==> config.mk <==
export PLATFORM = sky130hd
export DESIGN_NAME = merge_nx1_rr
export DESIGN_NICKNAME = d
export VERILOG_FILES = /design/src/rtl/merge_nx1_rr.sv
export SDC_FILE = /design/constraint.sdc
export NUM_CORES = 1
export LEC_CHECK = 0
export CORE_ASPECT_RATIO = 1.1
export CORE_UTILIZATION = 45
export DETAILED_ROUTE_END_ITERATION = 8
export GPL_TIMING_DRIVEN = 0
export SLEW_MARGIN = 20
export SYNTH_ARGS = -nofsm -noshare
export SYNTH_HDL_FRONTEND = slang
export SYNTH_HIERARCHICAL = 1
export SYNTH_SLANG_ARGS = --single-unit
==> constraint.sdc <==
create_clock -name clk_i -period 9.6 [get_ports clk_i]
set_clock_uncertainty 0.05 [all_clocks]
set_input_delay 1.92 -clock clk_i [delete_from_list [all_inputs] [get_ports clk_i]]
set_output_delay 1.92 -clock clk_i [all_outputs]
set_load 0.1 [all_outputs]
==> src/rtl/merge_nx1_rr.sv <==
// -----------------------------------------------------------------------------
// merge_nx1_rr
//   Parametrised N-to-1 merge stage. Each of N_CH write channels feeds its own
//   FIFO; a round-robin arbiter drains the FIFOs into a single show-ahead
//   output register that the consumer pops with `ren`.
//
// Optional feature macro: MERGE_FREEZE_EN
//   defined     : freeze[i] = 1 when FIFO i holds >= DEPTH-1 words
//   not defined : freeze is tied to 0
//
// Ports
//   clk_i   in   1              single clock, rising edge
//   reset   in   1              synchronous, active-high reset
//   wen     in   N_CH           per-channel write strobe
//   i_data  in   N_CH*DATA_W    channel i at [i*DATA_W +: DATA_W]
//   ren     in   1              consumer pop, effective only while valid=1
//   valid   out  1              output register holds a word
//   o_data  out  DATA_W         output word
//   o_chan  out  CH_W           source channel of o_data
//   ovf     out  N_CH           sticky per-channel overflow (dropped write)
//   freeze  out  N_CH           per-channel stall request
// -----------------------------------------------------------------------------

// Per-channel FIFO. Head word is visible combinationally (show-ahead).
module merge_nx1_rr_fifo #(
    parameter int DATA_W = 8,
    parameter int DEPTH  = 4
) (
    input  logic              clk_i,
    input  logic              reset,
    input  logic              push_i,
    input  logic              pop_i,
    input  logic [DATA_W-1:0] wdata_i,
    output logic [DATA_W-1:0] rdata_o,
    output logic              empty_o,
    output logic              full_o,
    output logic              freeze_o
);
    localparam int AW = $clog2(DEPTH);

    // Pointers carry an extra wrap bit so full and empty are distinguishable.
    logic [AW:0]                   wr_q, rd_q;
    logic [DEPTH-1:0][DATA_W-1:0]  mem_q;

    always_ff @(posedge clk_i) begin
        if (reset) begin
            wr_q <= '0;
            rd_q <= '0;
        end else begin
            if (push_i) wr_q <= wr_q + 1'b1;
            if (pop_i)  rd_q <= rd_q + 1'b1;
        end
    end

    // On a full FIFO with simultaneous push and pop the write lands in the
    // slot being read out this same edge, which is safe: the head is sampled
    // before the write takes effect.
    always_ff @(posedge clk_i) begin
        if (push_i) mem_q[wr_q[AW-1:0]] <= wdata_i;
    end

    assign rdata_o = mem_q[rd_q[AW-1:0]];
    assign empty_o = (wr_q == rd_q);
    assign full_o  = (wr_q[AW] != rd_q[AW]) && (wr_q[AW-1:0] == rd_q[AW-1:0]);

`ifdef MERGE_FREEZE_EN
    logic [AW:0] occ;
    assign occ      = wr_q - rd_q;
    assign freeze_o = (occ >= (AW+1)'(DEPTH-1));
`else
    assign freeze_o = 1'b0;
`endif
endmodule

module merge_nx1_rr #(
    parameter  int N_CH   = 9,
    parameter  int DATA_W = 8,
    parameter  int DEPTH  = 4,
    localparam int CH_W   = $clog2(N_CH)
) (
    input  logic                   clk_i,
    input  logic                   reset,
    input  logic [N_CH-1:0]        wen,
    input  logic [N_CH*DATA_W-1:0] i_data,
    input  logic                   ren,
    output logic                   valid,
    output logic [DATA_W-1:0]      o_data,
    output logic [CH_W-1:0]        o_chan,
    output logic [N_CH-1:0]        ovf,
    output logic [N_CH-1:0]        freeze
);
    logic [N_CH-1:0][DATA_W-1:0] head;
    logic [N_CH-1:0]             empty, full, push, pop;

    logic                        valid_q, valid_d;
    logic [DATA_W-1:0]           data_q, data_d;
    logic [CH_W-1:0]             chan_q, chan_d;
    logic [CH_W-1:0]             last_q, last_d;
    logic [N_CH-1:0]             ovf_q, ovf_d;

    logic                        load;
    logic                        gnt_vld;
    logic [CH_W-1:0]             gnt;
    int                          idx;

    for (genvar i = 0; i < N_CH; i++) begin : gen_ch
        merge_nx1_rr_fifo #(.DATA_W(DATA_W), .DEPTH(DEPTH)) u_fifo (
            .clk_i    (clk_i),
            .reset    (reset),
            .push_i   (push[i]),
            .pop_i    (pop[i]),
            .wdata_i  (i_data[i*DATA_W +: DATA_W]),
            .rdata_o  (head[i]),
            .empty_o  (empty[i]),
            .full_o   (full[i]),
            .freeze_o (freeze[i])
        );
    end

    assign load = !valid_q || ren;

    // Round-robin search starting just after the last granted channel.
    // Uses occupancy before this edge's writes, so there is no bypass.
    always_comb begin
        gnt_vld = 1'b0;
        gnt     = '0;
        idx     = 0;
        for (int k = 1; k <= N_CH; k++) begin
            idx = int'(last_q) + k;
            if (idx >= N_CH) idx = idx - N_CH;
            if (!gnt_vld && !empty[idx]) begin
                gnt_vld = 1'b1;
                gnt     = CH_W'(idx);
            end
        end
    end

    // A full FIFO still accepts a write when the arbiter pops it this edge.
    always_comb begin
        pop = '0;
        if (load && gnt_vld) pop[gnt] = 1'b1;
        push  = wen & (~full | pop);
        ovf_d = ovf_q | (wen & full & ~pop);
    end

    always_comb begin
        valid_d = valid_q;
        data_d  = data_q;
        chan_d  = chan_q;
        last_d  = last_q;
        if (load) begin
            valid_d = gnt_vld;
            if (gnt_vld) begin
                data_d = head[gnt];
                chan_d = gnt;
                last_d = gnt;
            end
        end
    end

    always_ff @(posedge clk_i) begin
        if (reset) begin
            valid_q <= 1'b0;
            data_q  <= '0;
            chan_q  <= '0;
            last_q  <= CH_W'(N_CH-1);
            ovf_q   <= '0;
        end else begin
            valid_q <= valid_d;
            data_q  <= data_d;
            chan_q  <= chan_d;
            last_q  <= last_d;
            ovf_q   <= ovf_d;
        end
    end

    assign valid  = valid_q;
    assign o_data = data_q;
    assign o_chan = chan_q;
    assign ovf    = ovf_q;
endmodule

==> metrics.md <==
| Metric | Value |
|---|---|
| Run status | `complete, no violations` |
| Final net count | `1,798` |
| Routed Wire Length | `51,030 um` |
| Mapped Cells | `1,501` |
| Area grow syn2layout | `15.41%` |
| Unrepaired setup endpoints after global routing | `no` |
| Synth warn | `6` |
| Gp weighted congestion | `0.9468` |
| CP arrival | `8.54 ns` |
| Synth Net Count | `1,651` |
| Sequential-to-total area share from yosys stat | `52.49%` |
| CTS root buffer | `clkbuf_16` |
| Skew-Pair Late Insertion Delay | `0.56 ns` |
| Largest net degree at the start of global routing | `61` |
| Max stage delay on crit path | `0.73 ns` |
| Post-synthesis mux area share | `12.53%` |
| Max frequency | `0.1188 GHz` |
| Global-route wire length before repair | `77,660 um` |
| Fin crit period | `8.421 ns` |
| Number of distinct library cells after synthesis | `101` |
| Routed vias | `12,960` |
| Number of flops mapped to enable cells by yosys | `288` |
| Worst slew pin tran | `1.096 ns` |
| Pre-antenna DRT Iters | `5` |
| Worst reg-to-reg path cell count | `21` |
| Post-synthesis register bit count | `365` |
| Crit path max-delay cell type | `buf_1` |
| Asr flop ratio synth | `0%` |
| Initial Util | `45.78%` |
| Final Cycle Share | `87.72%` |
| GRT Overall Usage | `23.85%` |
| Clk sinks | `365` |
| Main combinational cell family by area after synthesis | `multiplexers` |
| Post-Synth XOR/XNOR Area | `3.158%` |
| CTS tree | `built` |
| CP Cell Sequence | `buf_4, inv_1, buf_2, buf_1, ha_1, clkbuf_1, inv_1, a21o_1, o21bai_1, mux2_2, mux2_2, o21ai_2, a21boi_2, o311a_1, nor3_2, o22ai_1, nand3_2, nor3_1, o21a_1, buf_2, and2_1` |
| WL/cell | `22.72 um` |
| Fraction of layout cells with a size suffix above 1 | `17.70%` |
| Via count of the first global-routing pass | `12,910` |
| Die height | `219.8 um` |
| CTS buffer count | `38` |
| Post-synthesis adder-cell area fraction | `4.254%` |
| Worst-path clk slew | `0.08 ns` |
| Hold WC Path Type | `reg2reg` |
| Htree depth | `2` |
| Iteration-0 DRC count of the detailed router | `1,103` |
| CTS Hold Bufs | `0` |
| Initial antenna violation count | `1` |
| Main synth FF type | `edfxtp_1` |
| Port bufs | `105` |
| Fillers | `3,631` |
| Total die area | `43,970 um^2` |
| Clock buffer depth | `3` |
| CORE AREA | `42,400 um^2` |
| I/O pins | `115` |
| Startpoint types | `flip-flop` |
| Post-DR vias/cell | `5.768` |
| Synthesized area | `19,410 um^2` |
| Resized cells post-CTS | `0` |
| Final Max Slew Viols | `0` |
| Headroom to the max-slew limit | `26.67%` |
| Max_cap viols | `0` |
| Setup_tns | `0 ns` |
| # rows | `79` |
| Hold path depth | `2` |
| Required @ worst endpoint | `9.72 ns` |
| Setup Fix Bufs, Post-CTS | `0` |
| Die W | `200.0 um` |
| Global route overflow | `0` |
| Final Hold Viols | `0` |
| CP max FO | `13` |
| Post-DRT Antenna Nets | `0` |
| Kind of critical path | `reg2reg` |
| Mapped Avg Cell Area | `12.93 um^2` |
| # DRC | `0` |
| HPWL Detailed | `37,130 um` |
| Simple-Gate Fraction of Synth Area | `11.14%` |
| Compound-Gate Fraction of Synth Area | `12.47%` |
| Setup crit end kind | `flip-flop` |
| Final setup vio count | `0` |
## cell families (layout without fill, tap and decap cells)
logic type,after synthesis,count (layout)
AND/OR/NAND/NOR,392,392
flip-flops,365,365
AO/OA/AOI/OAI,315,315
multiplexers,146,146
buffers and inverters,141,318
XOR/XNOR,67,67
adder cells (fa/ha/maj),66,66
other,9,10
## cell usage after synthesis (all sizes together) (9+ instances only)
| master | n | share of area (%) |
|---|---|---|
| clkbuf | 19 | 0.37 |
| xnor2 | 45 | 2.2 |
| conb | 9 | 0.17 |
| o311ai | 9 | 0.41 |
| a21oi | 70 | 1.9 |
| nor2 | 104 | 2.0 |
| a211oi | 18 | 0.72 |
| nand3b | 22 | 0.85 |
| and2 | 69 | 2.2 |
| mux2 | 26 | 1.5 |
| nand2b | 14 | 0.45 |
| o21ai | 39 | 1.1 |
| ha | 66 | 4.3 |
| nand2 | 59 | 1.2 |
| xor2 | 22 | 0.99 |
| o211ai | 12 | 0.46 |
| a211o | 15 | 0.68 |
| mux2i | 45 | 2.3 |
| nand3 | 17 | 0.46 |
| edfxtp | 288 | 45 |
| nor2b | 11 | 0.35 |
| inv | 49 | 0.95 |
| o32ai | 11 | 0.86 |
| a21bo | 20 | 1.0 |
| o31ai | 9 | 0.35 |
| dfxtp | 77 | 7.9 |
| o22ai | 14 | 0.45 |
| nor3 | 28 | 0.93 |
| mux4 | 75 | 8.7 |
| buf | 72 | 2.4 |
| nor3b | 14 | 0.54 |
| a31oi | 19 | 0.61 |
## final cells by class
class                      count  area [um^2]  share of cell area, %
antenna                        1        2.502                0.01117
buffer                        91        545.5                  2.435
clock buffer                  57         1116                  4.982
clock inverter                13        90.09                 0.4021
inverter                      50        187.7                 0.8378
multi-input combinational    995         8498                  37.93
sequential                   365        10190                  45.48
tap                          567        709.4                  3.167
timing repair buffer         107         1064                  4.747
## state kept, by name, summed over array words and instances (netlist names)
| register | cells |
|---|---|
| last_q | 1 |
| o_chan | 4 |
| ovf | 9 |
| gen_ch.u_fifo/wr_q | 27 |
| gen_ch.u_fifo/mem_q | 288 |
| valid | 1 |
| o_data | 8 |
| gen_ch.u_fifo/rd_q | 27 |
## cell usage in the layout, fill, tap and decap left out, types with 11 or more instances in the layout
master,Yosys,routed
a21bo_2,20,20
ha_1,66,66
xor2_1,22,22
edfxtp_1,288,288
mux2_2,26,26
and2_1,68,68
mux4_2,75,75
nor3b_1,14,12
clkdlybuf4s50_1,0,104
mux2i_1,45,45
dfxtp_1,77,77
a211oi_1,17,17
o211ai_1,12,12
nor3_1,21,21
a211o_1,15,15
inv_1,49,49
o21ai_0,31,31
clkbuf_16,0,41
clkbuf_1,19,32
xnor2_1,43,43
nand2b_1,14,14
a31oi_1,19,19
buf_2,40,40
nor2b_1,11,11
buf_6,14,14
nand3b_1,22,22
a21oi_1,68,68
nand2_1,58,58
nor2_1,103,103
o22ai_1,14,14
nand3_1,16,16
buf_4,13,16
## worst paths after layout
check | start | endpoint | slack (ns)
min reg2reg | ovf[1]$_SDFF_PP0_ | ovf[1]$_SDFF_PP0_ | 0.40
max | o_chan[0]$_SDFFE_PP0P_ | gen_ch[8].u_fifo/mem_q[14]$_DFFE_PP_ | 1.18
min | ovf[1]$_SDFF_PP0_ | ovf[1]$_SDFF_PP0_ | 0.40
max reg2reg | o_chan[0]$_SDFFE_PP0P_ | gen_ch[8].u_fifo/mem_q[14]$_DFFE_PP_ | 1.18
## per-stage QoR
| step | cell area, um^2 | utilization, % | hold WS, ns | cells | setup slack (ns) |
|---|---|---|---|---|---|
| floorplan | 19410 | - | 0.4738 | 1501 | 3.870 |
| global placement | 21170 | 49.93 | 0.3914 | 2173 | 1.463 |
| detailed placement | 21190 | 49.98 | 0.3969 | 2175 | 1.402 |
| CTS | 22400 | 52.83 | 0.4087 | 2245 | 1.343 |
| global route | 22400 | 52.83 | 0.4136 | 2245 | 0.8317 |
| finish | 22400 | 52.83 | 0.4009 | 2246 | 1.179 |
## metal layers
metal | vias up | wire [um] | track usage, %
met5 | - | 17 | 0
met4 | 2 | 1364 | 7.659
met3 | 73 | 3156 | 4.377
met2 | 428 | 24470 | 39.13
met1 | 6423 | 22030 | 31.90
li1 | 6029 | - | -
## critical path, delay by kind of cell, from the launching register on
family	cells	cell delay, ns
AOI/OAI and AO/OA	7	2.55
buffers and inverters	7	2.38
and+or+nand+nor	4	1.49
muxes	2	0.72
DFF	1	0.43
adders and majority gates	1	0.40
Power is not shown: default switching activity piles up to over one toggle a cycle in this logic, so the estimate is an artifact.
